$ cat src/rtl/control_field_gen_if.sv
// Control-field serializer bus: frame descriptor and strobes in,
// serial bit, progress and decoded payload length out.
interface control_field_gen_if #(
   parameter int BYTE_CNT_WIDTH = 7
);
   logic                      enable;
   logic                      sample_point;
   logic                      Tx_request;
   logic                      rtr_complete;
   logic                      ide;
   logic                      rtr;
   logic                      fdf;
   logic                      brs;
   logic                      esi;
   logic [3:0]                dlc;
   logic                      control_bit;
   logic [3:0]                bit_counter;
   logic                      control_complete;
   logic                      brs_switch;
   logic [BYTE_CNT_WIDTH-1:0] data_bytes;
   logic                      busy;

   // Frame controller side
   modport master (
      output enable, sample_point, Tx_request, rtr_complete,
      output ide, rtr, fdf, brs, esi, dlc,
      input  control_bit, bit_counter, control_complete, brs_switch,
      input  data_bytes, busy
   );

   // Serializer side
   modport slave (
      input  enable, sample_point, Tx_request, rtr_complete,
      input  ide, rtr, fdf, brs, esi, dlc,
      output control_bit, bit_counter, control_complete, brs_switch,
      output data_bytes, busy
   );
endinterface

$ cat src/rtl/control_field_gen.sv
// CAN control-field serializer for classic/FD, base/extended frames.
// Emits the field MSB-first one bit per sample_point after arbitration,
// decodes DLC into a payload byte count and flags the bit-rate switch.
module control_field_gen #(
   parameter int FD_SUPPORT     = 1,
   parameter int BYTE_CNT_WIDTH = 7
) (
   input  logic                 clock,
   input  logic                 reset_n,
   control_field_gen_if.slave   bus
);

   typedef enum logic [1:0] {
      IDLE     = 2'd0,
      SHIFT    = 2'd1,
      COMPLETE = 2'd2
   } state_t;

   state_t                    state;

   // Registered outputs
   logic                      control_bit_q;
   logic [3:0]                bit_counter_q;
   logic                      complete_q;
   logic                      brs_switch_q;
   logic [BYTE_CNT_WIDTH-1:0] data_bytes_q;
   logic                      busy_q;

   // Frame descriptor captured on the start cycle
   logic [8:0]                field_q;      // bit i of the field sits at field_q[i]
   logic [3:0]                last_idx_q;   // index of the final field bit
   logic [3:0]                brs_idx_q;    // index of the BRS bit
   logic                      brs_arm_q;    // FD frame with BRS=1

   // Decode of the live inputs, used only on the start cycle
   logic                      start;
   logic                      fd_eff;
   logic [8:0]                field_next;
   logic [3:0]                last_idx_next;
   logic [3:0]                brs_idx_next;
   logic [6:0]                bytes_raw;
   logic [BYTE_CNT_WIDTH-1:0] bytes_next;
   logic [3:0]                next_idx;
   logic                      keep_going;

   assign start      = bus.enable & bus.Tx_request & bus.rtr_complete;
   assign keep_going = bus.enable & bus.Tx_request;
   assign next_idx   = bit_counter_q + 4'd1;

   // Build the field image and its length for the frame format on the inputs
   always_comb begin
      fd_eff        = (FD_SUPPORT != 0) && bus.fdf && !bus.rtr;
      field_next    = '0;
      last_idx_next = 4'd5;
      brs_idx_next  = 4'd3;
      if (fd_eff && !bus.ide) begin
         // IDE=0, FDF=1, res=0, BRS, ESI, DLC[3:0]
         field_next    = {bus.dlc[0], bus.dlc[1], bus.dlc[2], bus.dlc[3],
                          bus.esi, bus.brs, 1'b0, 1'b1, 1'b0};
         last_idx_next = 4'd8;
         brs_idx_next  = 4'd3;
      end else if (fd_eff) begin
         // FDF=1, res=0, BRS, ESI, DLC[3:0]
         field_next    = {1'b0, bus.dlc[0], bus.dlc[1], bus.dlc[2], bus.dlc[3],
                          bus.esi, bus.brs, 1'b0, 1'b1};
         last_idx_next = 4'd7;
         brs_idx_next  = 4'd2;
      end else begin
         // IDE/r1=0, r0=0, DLC[3:0]; base and extended share the image
         field_next    = {3'b000, bus.dlc[0], bus.dlc[1], bus.dlc[2], bus.dlc[3],
                          2'b00};
         last_idx_next = 4'd5;
         brs_idx_next  = 4'd3;
      end
   end

   // Translate DLC into the payload byte count for the data-field block
   always_comb begin
      bytes_raw = '0;
      if (bus.rtr) begin
         bytes_raw = '0;
      end else if (fd_eff) begin
         case (bus.dlc)
            4'd9:    bytes_raw = 7'd12;
            4'd10:   bytes_raw = 7'd16;
            4'd11:   bytes_raw = 7'd20;
            4'd12:   bytes_raw = 7'd24;
            4'd13:   bytes_raw = 7'd32;
            4'd14:   bytes_raw = 7'd48;
            4'd15:   bytes_raw = 7'd64;
            default: bytes_raw = {3'b000, bus.dlc};
         endcase
      end else if (bus.dlc > 4'd8) begin
         bytes_raw = 7'd8;
      end else begin
         bytes_raw = {3'b000, bus.dlc};
      end
      bytes_next = BYTE_CNT_WIDTH'(bytes_raw);
   end

   // Sequencer: start capture, bit shifting on strobes, completion hold, abort
   always_ff @(posedge clock or negedge reset_n) begin
      if (!reset_n) begin
         state         <= IDLE;
         control_bit_q <= 1'b1;
         bit_counter_q <= '0;
         complete_q    <= 1'b0;
         brs_switch_q  <= 1'b0;
         data_bytes_q  <= '0;
         busy_q        <= 1'b0;
         field_q       <= '0;
         last_idx_q    <= '0;
         brs_idx_q     <= '0;
         brs_arm_q     <= 1'b0;
      end else begin
         brs_switch_q <= 1'b0;
         case (state)
            IDLE: begin
               control_bit_q <= 1'b1;
               bit_counter_q <= '0;
               complete_q    <= 1'b0;
               busy_q        <= 1'b0;
               data_bytes_q  <= '0;
               if (start) begin
                  state         <= SHIFT;
                  field_q       <= field_next;
                  last_idx_q    <= last_idx_next;
                  brs_idx_q     <= brs_idx_next;
                  brs_arm_q     <= fd_eff & bus.brs;
                  control_bit_q <= field_next[0];
                  busy_q        <= 1'b1;
                  data_bytes_q  <= bytes_next;
               end
            end

            SHIFT: begin
               if (!keep_going) begin
                  state         <= IDLE;
                  control_bit_q <= 1'b1;
                  bit_counter_q <= '0;
                  complete_q    <= 1'b0;
                  busy_q        <= 1'b0;
                  data_bytes_q  <= '0;
               end else if (bus.sample_point) begin
                  // BRS is never the last bit, so the pulse cannot collide with completion
                  if (brs_arm_q && (bit_counter_q == brs_idx_q)) begin
                     brs_switch_q <= 1'b1;
                  end
                  if (bit_counter_q == last_idx_q) begin
                     state         <= COMPLETE;
                     complete_q    <= 1'b1;
                     busy_q        <= 1'b0;
                     control_bit_q <= 1'b1;
                  end else begin
                     bit_counter_q <= next_idx;
                     control_bit_q <= field_q[next_idx];
                  end
               end
            end

            COMPLETE: begin
               if (!keep_going) begin
                  state         <= IDLE;
                  control_bit_q <= 1'b1;
                  bit_counter_q <= '0;
                  complete_q    <= 1'b0;
                  busy_q        <= 1'b0;
                  data_bytes_q  <= '0;
               end
            end

            default: begin
               state         <= IDLE;
               control_bit_q <= 1'b1;
               bit_counter_q <= '0;
               complete_q    <= 1'b0;
               busy_q        <= 1'b0;
               data_bytes_q  <= '0;
            end
         endcase
      end
   end

   assign bus.control_bit      = control_bit_q;
   assign bus.bit_counter      = bit_counter_q;
   assign bus.control_complete = complete_q;
   assign bus.brs_switch       = brs_switch_q;
   assign bus.data_bytes       = data_bytes_q;
   assign bus.busy             = busy_q;

endmodule

$ cat src/flat_wrapper.sv
// flat-port wrapper written by rule: the top's interface ports become plain ports
module control_field_gen_flat 
#(
   parameter int FD_SUPPORT     = 1,
   parameter int BYTE_CNT_WIDTH = 7
)
  (clock, reset_n, bus_enable, bus_sample_point, bus_Tx_request, bus_rtr_complete, bus_ide, bus_rtr, bus_fdf, bus_brs, bus_esi, bus_dlc, bus_control_bit, bus_bit_counter, bus_control_complete, bus_brs_switch, bus_data_bytes, bus_busy);
  control_field_gen_if #(.BYTE_CNT_WIDTH(BYTE_CNT_WIDTH)) bus_i ();
  input  logic clock;
  input  logic reset_n;
  input wire logic [$bits(bus_i.enable)-1:0] bus_enable;
  input wire logic [$bits(bus_i.sample_point)-1:0] bus_sample_point;
  input wire logic [$bits(bus_i.Tx_request)-1:0] bus_Tx_request;
  input wire logic [$bits(bus_i.rtr_complete)-1:0] bus_rtr_complete;
  input wire logic [$bits(bus_i.ide)-1:0] bus_ide;
  input wire logic [$bits(bus_i.rtr)-1:0] bus_rtr;
  input wire logic [$bits(bus_i.fdf)-1:0] bus_fdf;
  input wire logic [$bits(bus_i.brs)-1:0] bus_brs;
  input wire logic [$bits(bus_i.esi)-1:0] bus_esi;
  input wire logic [$bits(bus_i.dlc)-1:0] bus_dlc;
  output wire logic [$bits(bus_i.control_bit)-1:0] bus_control_bit;
  output wire logic [$bits(bus_i.bit_counter)-1:0] bus_bit_counter;
  output wire logic [$bits(bus_i.control_complete)-1:0] bus_control_complete;
  output wire logic [$bits(bus_i.brs_switch)-1:0] bus_brs_switch;
  output wire logic [$bits(bus_i.data_bytes)-1:0] bus_data_bytes;
  output wire logic [$bits(bus_i.busy)-1:0] bus_busy;
  assign bus_i.enable = bus_enable;
  assign bus_i.sample_point = bus_sample_point;
  assign bus_i.Tx_request = bus_Tx_request;
  assign bus_i.rtr_complete = bus_rtr_complete;
  assign bus_i.ide = bus_ide;
  assign bus_i.rtr = bus_rtr;
  assign bus_i.fdf = bus_fdf;
  assign bus_i.brs = bus_brs;
  assign bus_i.esi = bus_esi;
  assign bus_i.dlc = bus_dlc;
  assign bus_control_bit = bus_i.control_bit;
  assign bus_bit_counter = bus_i.bit_counter;
  assign bus_control_complete = bus_i.control_complete;
  assign bus_brs_switch = bus_i.brs_switch;
  assign bus_data_bytes = bus_i.data_bytes;
  assign bus_busy = bus_i.busy;
  control_field_gen #(.FD_SUPPORT(FD_SUPPORT), .BYTE_CNT_WIDTH(BYTE_CNT_WIDTH)) u_core (.clock(clock), .reset_n(reset_n), .bus(bus_i));
endmodule
$ cat config.mk
export PLATFORM = sky130hd
export DESIGN_NAME = control_field_gen_flat
export DESIGN_NICKNAME = d
export VERILOG_FILES = /design/src/rtl/control_field_gen_if.sv /design/src/rtl/control_field_gen.sv /design/src/flat_wrapper.sv
export SDC_FILE = /design/constraint.sdc
export NUM_CORES = 1
export LEC_CHECK = 0
export BUFFER_PORTS_ARGS = -buffer_cell sky130_fd_sc_hd__buf_2
export CAP_MARGIN = 20
export CORE_MARGIN = 2
export CORE_UTILIZATION = 50
export CTS_CLUSTER_DIAMETER = 50
export DETAILED_ROUTE_END_ITERATION = 6
export PLACE_DENSITY = 0.8
export SYNTH_ARGS = -nofsm -noshare
export SYNTH_HDL_FRONTEND = slang
export SYNTH_SLANG_ARGS = --single-unit
export TNS_END_PERCENT = 100
$ cat constraint.sdc
create_clock -name clock -period 1.4 [get_ports clock]
set_input_delay 0.21 -clock clock [delete_from_list [all_inputs] [get_ports clock]]
set_output_delay 0.21 -clock clock [all_outputs]
set_load 0.05 [all_outputs]
==> results of run 1 <==
## worst max-delay path: stages (launching register included)
cell                       delay, ns
sky130_fd_sc_hd__dfrtp_2        0.46
sky130_fd_sc_hd__buf_12         0.15
sky130_fd_sc_hd__nor3_4         0.15
sky130_fd_sc_hd__o211a_4        0.23
sky130_fd_sc_hd__nand2_2        0.06
sky130_fd_sc_hd__a211oi_2       0.25
sky130_fd_sc_hd__nand2b_1       0.14
## cells in the mapped netlist, drive strengths merged (2+ instances only)
library cell,n
nand2,26
o211ai,2
ha,4
a21o,3
nand4,3
nor3,3
xor2,3
dfrtp,29
a22o,4
nand2b,3
a21oi,11
nor2,9
inv,3
buf,5
nor4,2
o21ai,20
mux2i,7
nand3,6
and3,3
nand3b,2
o31ai,2
xnor2,4
nor2b,4
clkbuf,5
## sequential cells by signal, indices dropped and copies added (netlist names)
register	count
u_core.field_q	8
u_core.bus.data_bytes	7
u_core.bus.bit_counter	4
u_core.brs_idx_q	2
u_core.last_idx_q	2
u_core.state	2
u_core.brs_arm_q	1
u_core.bus.brs_switch	1
u_core.bus.busy	1
u_core.bus.control_bit	1
u_core.bus.control_complete	1
## worst min-delay path by stage
stage	endpoint	slack (ns)	startpoint	depth (start not counted)
6_report	u_core.brs_arm_q$_DFFE_PN0P_	0.15	bus_brs	3
3_5_place_dp	u_core.bus.bit_counter[3]$_DFFE_PN0P_	0.13	reset_n	1
3_3_place_gp	u_core.bus.brs_switch$_DFF_PN0_	0.13	reset_n	1
4_1_cts	u_core.bus.data_bytes[2]$_DFFE_PN0P_	0.12	bus_rtr	2
2_1_floorplan	u_core.brs_arm_q$_DFFE_PN0P_	-0.09	reset_n	0
5_1_grt	u_core.bus.data_bytes[2]$_DFFE_PN0P_	0.14	bus_rtr	2
## cell type report
| cell class | instances | share of cell area |
|---|---|---|
| clock buffer | 7 | 0.0231 |
| clock inverter | 1 | 0.00210 |
| inverter | 3 | 0.00473 |
| multi-input combinational | 133 | 0.441 |
| sequential | 30 | 0.318 |
| tap | 46 | 0.0242 |
| timing repair buffer | 60 | 0.188 |
## through the flow
stage / area (um^2) / util / setup slack [ns]
floorplan: 1730 / - / -0.152
global placement: 2060 / 0.622 / -0.108
detailed placement: 2060 / 0.622 / -0.151
CTS: 2310 / 0.697 / -0.0935
global route: 2380 / 0.720 / -0.187
finish: 2380 / 0.720 / -0.0999
## cells by family after synthesis
group / count (synthesis) / share of synthesized area
xor+xnor: 7 / 0.0402
simple gates: 65 / 0.204
compound gates: 48 / 0.184
flops: 30 / 0.440
mux: 9 / 0.0629
fa+ha+maj: 4 / 0.0293
buf+inv: 13 / 0.0395
## metal layers
layer,share of wire,GRT usage,up-vias
met4,0.018,0.0806,0
met3,0.056,0.0577,10
met5,0,0,-
met1,0.42,0.292,753
li1,-,-,744
met2,0.51,0.397,59
## report_power, final
group	switching, mW	internal (mW)	total, mW
sequential	0.0886	0.986	1.07
combinational	0.455	0.432	0.887
clock	0.324	0.243	0.567
total	0.867	1.66	2.53
## what timing repair did
item	4_1_cts	5_1_grt
buffers inserted	6	2
cloned	1	0
pin swaps	14	5
hold buffers	1	0
endpoints found under the setup margin	22	27
hold endpoints to repair	12	0
gates resized for setup	24	18
==> out/metrics.cfg, run 1 <==
[status]
status=complete, but fails checks
failed_checks=negative setup slack

[routing]
drtPass1Iterations=5
post_drt_wl_per_cell_um=15.6
antenna_left=0
drtIter0Drc=87
detail_route.wirelength_mm=4.36
route.detailed.drc=0
avgViaCountPerCell=5.59
dr_total_vias=1566

[floorplanning]
top_level_ports=30
row_count=21
fp.coreArea_mm2=0.00331
floorplan.initialDensity=0.517
die_y_um=62.5
die_w_um=62.5
fp.dieArea_mm2=0.00390

[sta]
report.final.setup_viol=13
final_period_minus_worst_setup_slack_ns=1.50
timing.hold.ws_ns=0.147
rsz0062_at_grt=yes
finalCritPeriodShare=1.07
maxSlewViolCount=0
slew_at_the_pin_closest_to_its_max_slew_limit_ns=0.445
post_route_skew_ns=0.0158
final-hold-violation-count=0
fmax_ghz=0.667
postLayoutSetupSlackWorst_ns=-0.0999
final.setup.tns_ns=-0.646
slew-limit-headroom=0.703

[synthesis]
syn_avg_cell_area_um2=9.72
synth_cells=176
synth_area_leaders=sky130_fd_sc_hd__dfrtp_1 42%, sky130_fd_sc_hd__nand2_1 5.5%, sky130_fd_sc_hd__mux2i_1 4.1%
seq_area_frac_synth=0.440
synth-edff-count=0
yosys.cell_types.count=47
synth.largest_area_cell=sky130_fd_sc_hd__dfrtp_1
syn_nets=195
mappedNetlistArea_mm2=0.00171
synth-seq-cells=30
commonest_register_cell_after_synthesis=sky130_fd_sc_hd__dfrtp_1
yosys_warnings=0
synth_top_cell_area_share=0.424
synthArstFlopShare=1.00

[worst_hold_path]
hp-class=in -> reg

[worst_setup_path]
reg2reg_to=u_core.state[0]$_DFFE_PN0P_
timing.critical_path.from=u_core.bus.bit_counter[0]$_DFFE_PN0P_
cp-end-kind=register
worst_ep_required_time_ns=1.67
worst_setup_path_endpoint=u_core.state[0]$_DFFE_PN0P_
setup.reg_to_reg.worst_slack_ns=-0.1
crit-reg2reg-launch=u_core.bus.bit_counter[0]$_DFFE_PN0P_
critical_path_fanout_max=7
critPathLaunchType=register
worst-setup-path-type=reg -> reg
cp_data_arrival_time_ns=1.77
timing.reg2reg.worst_path_depth=6

[clock_network]
h-tree-depth=2
clockRootBuffer=sky130_fd_sc_hd__clkbuf_4
cts_buffers=5
clkSlewWorstSetupHoldPaths_ns=0.09
cts_buffer_depth=2
tritoncts=done
clock_insertion_delay_worst_skew_ns=0.34
numClockSinks=30

[placed_design]
place.detailed.hpwl_mm=2.79
io_buffers=29
gp_congestion=0.851
place.detailed.instances=262

[global_routing]
grt_start_max_net_pins=18
global_route.usage.total=0.234
global_route.overflow_total=0
wire_length_of_the_first_global_routing_pass_mm=7.10
initial_antenna_violation_count=0
via_count_of_the_first_global_routing_pass=1494

[finish]
finalNonFillerCells=280
number_of_antenna_diodes=0
fillerInstances=242
sequential_cell_area_um2=757
mostFrequentLayoutCells=27 x sky130_fd_sc_hd__buf_2, 27 x sky130_fd_sc_hd__buf_4, 25 x sky130_fd_sc_hd__nand2_1, 25 x sky130_fd_sc_hd__dfrtp_1, 9 x sky130_fd_sc_hd__o21ai_0
syn2layout_area_growth_pct=39.3
post_route_cells_drive_above_1_share=0.466
area_of_the_multi_input_gates_mm2=0.00105
finalNetCount=252

[power]
p_per_area_mw_per_mm2=1060
power.ir.vdd_worst_mv=0.756
cellLeakagePower_nw=1.10
total_power_mw=2.53

[run]
max-cap-violations=0

No activity file was read; power rests on OpenSTA's default activity.
==> run 2: changes to the inputs <==
- SETUP_SLACK_MARGIN: default -> 0.15
==> out/metrics.cfg, run 2 (synthesis results as in run 1) <==
[floorplanning]
top_level_ports=30
fp.coreArea_mm2=0.00331
fp.dieArea_mm2=0.00390
die_y_um=62.5
floorplan.initialDensity=0.517
die_w_um=62.5
row_count=21

[clock_network]
h-tree-depth=2
cts_buffers=5
clkSlewWorstSetupHoldPaths_ns=0.10
numClockSinks=30
clockRootBuffer=sky130_fd_sc_hd__clkbuf_4
tritoncts=done
cts_buffer_depth=2
clock_insertion_delay_worst_skew_ns=0.33

[sta]
final.setup.tns_ns=-0.580
report.final.setup_viol=9
slew-limit-headroom=0.664
fmax_ghz=0.658
maxSlewViolCount=0
final_period_minus_worst_setup_slack_ns=1.52
postLayoutSetupSlackWorst_ns=-0.121
rsz0062_at_grt=yes
slew_at_the_pin_closest_to_its_max_slew_limit_ns=0.504
final-hold-violation-count=0
post_route_skew_ns=0.00364
finalCritPeriodShare=1.09

[routing]
antenna_left=0
avgViaCountPerCell=5.42
drtIter0Drc=83
post_drt_wl_per_cell_um=15.2
drtPass1Iterations=4
dr_total_vias=1534
detail_route.wirelength_mm=4.30
route.detailed.drc=0

[worst_setup_path]
worst_setup_path_endpoint=u_core.bus.bit_counter[2]$_DFFE_PN0P_
cp_data_arrival_time_ns=1.76
timing.reg2reg.worst_path_depth=6
reg2reg_to=u_core.bus.bit_counter[2]$_DFFE_PN0P_
setup.reg_to_reg.worst_slack_ns=-0.12
worst_ep_required_time_ns=1.64
critical_path_fanout_max=5
worst-setup-path-type=reg -> reg
critPathLaunchType=register
crit-reg2reg-launch=u_core.state[1]$_DFFE_PN0P_
timing.critical_path.from=u_core.state[1]$_DFFE_PN0P_
cp-end-kind=register

[status]
failed_checks=negative setup slack
status=complete, but fails checks

[finish]
number_of_antenna_diodes=0
fillerInstances=234
finalNetCount=255
largest_register_ff_count=8
commonest_non_fill_non_tap_cell_in_the_layout=sky130_fd_sc_hd__dfrtp_1
syn2layout_area_growth_pct=43.4
post_route_cells_drive_above_1_share=0.473
mostFrequentLayoutCells=25 x sky130_fd_sc_hd__dfrtp_1, 24 x sky130_fd_sc_hd__nand2_1, 24 x sky130_fd_sc_hd__buf_2, 24 x sky130_fd_sc_hd__buf_4, 16 x sky130_fd_sc_hd__o21ai_1
largest_register=u_core.field_q

[global_routing]
initial_antenna_violation_count=0
grt_start_max_net_pins=16
via_count_of_the_first_global_routing_pass=1449
global_route.usage.total=0.240
global_route.overflow_total=0
wire_length_of_the_first_global_routing_pass_mm=7.25

[worst_hold_path]
hp-class=in -> reg

[placed_design]
gp_congestion=0.959
io_buffers=29
place.detailed.hpwl_mm=2.91
preCtsSetupSlack_ns=-0.172

[power]
p_per_area_mw_per_mm2=1020
power.ir.vdd_worst_mv=0.798
total_power_mw=2.50
cellLeakagePower_nw=1.12

[run]
max-cap-violations=0

==> run 2: how the worst min path moves through the flow <==
stage | from | endpoint | slack, ns | cells past startpoint
detailed placement | reset_n | u_core.bus.control_complete$_DFFE_PN0P_ | 0.12 | 1
global route | bus_brs | u_core.brs_arm_q$_DFFE_PN0P_ | 0.16 | 3
finish | bus_brs | u_core.brs_arm_q$_DFFE_PN0P_ | 0.13 | 3
CTS | bus_brs | u_core.brs_arm_q$_DFFE_PN0P_ | 0.13 | 3
floorplan | reset_n | u_core.brs_arm_q$_DFFE_PN0P_ | -0.09 | 0
global placement | reset_n | u_core.bus.control_complete$_DFFE_PN0P_ | 0.12 | 1
==> run 2: through the flow <==
step | std cells | hold slack [ns] | util | area, um^2
floorplan | 176 | -0.0856 | - | 1800
global placement | 261 | 0.120 | 0.629 | 2080
detailed placement | 261 | 0.122 | 0.629 | 2080
CTS | 276 | 0.129 | 0.699 | 2310
global route | 283 | 0.160 | 0.741 | 2450
finish | 283 | 0.134 | 0.741 | 2450
==> run 2: repair_timing <==
| action | 4_1_cts | 5_1_grt |
|---|---|---|
| endpoints found under the setup margin | 28 | 31 |
| gates cloned | 0 | 0 |
| setup buffers | 6 | 7 |
| endpoints found under the hold margin | 10 | 0 |
| gates resized for setup | 33 | 20 |
| hold buffers | 1 | 0 |
| pin swaps | 19 | 5 |
==> run 2: where the power goes <==
part	switching, mW	internal (mW)	total, mW
logic	0.460	0.410	0.870
registers	0.0895	0.986	1.08
clock network	0.308	0.243	0.551
total	0.858	1.64	2.50
==> run 2: layout make-up <==
| class | instances | area [um^2] | area share |
|---|---|---|---|
| multi-input cells | 133 | 1080 | 0.440 |
| flip-flops and latches | 30 | 757 | 0.309 |
| repair buffers | 63 | 488 | 0.199 |
| clock buffers | 7 | 55.1 | 0.0224 |
| well taps | 46 | 57.6 | 0.0235 |
| inverters | 3 | 11.3 | 0.00459 |
| clock inverters | 1 | 5.00 | 0.00204 |
==> run 2: critical path, stage by stage, from the launching register on <==
cell,delay (ns)
sky130_fd_sc_hd__dfrtp_1,0.40
sky130_fd_sc_hd__buf_4,0.14
sky130_fd_sc_hd__ha_2,0.22
sky130_fd_sc_hd__nor2b_2,0.22
sky130_fd_sc_hd__a21oi_2,0.12
sky130_fd_sc_hd__o21bai_1,0.17
sky130_fd_sc_hd__a21o_1,0.15
==> run 2: per-layer routing <==
metal | vias to the layer above | track usage | share of wire
li1 | 746 | - | -
met3 | 12 | 0.0667 | 0.054
met1 | 722 | 0.312 | 0.43
met2 | 54 | 0.372 | 0.49
met4 | 0 | 0.114 | 0.026
met5 | - | 0 | 0
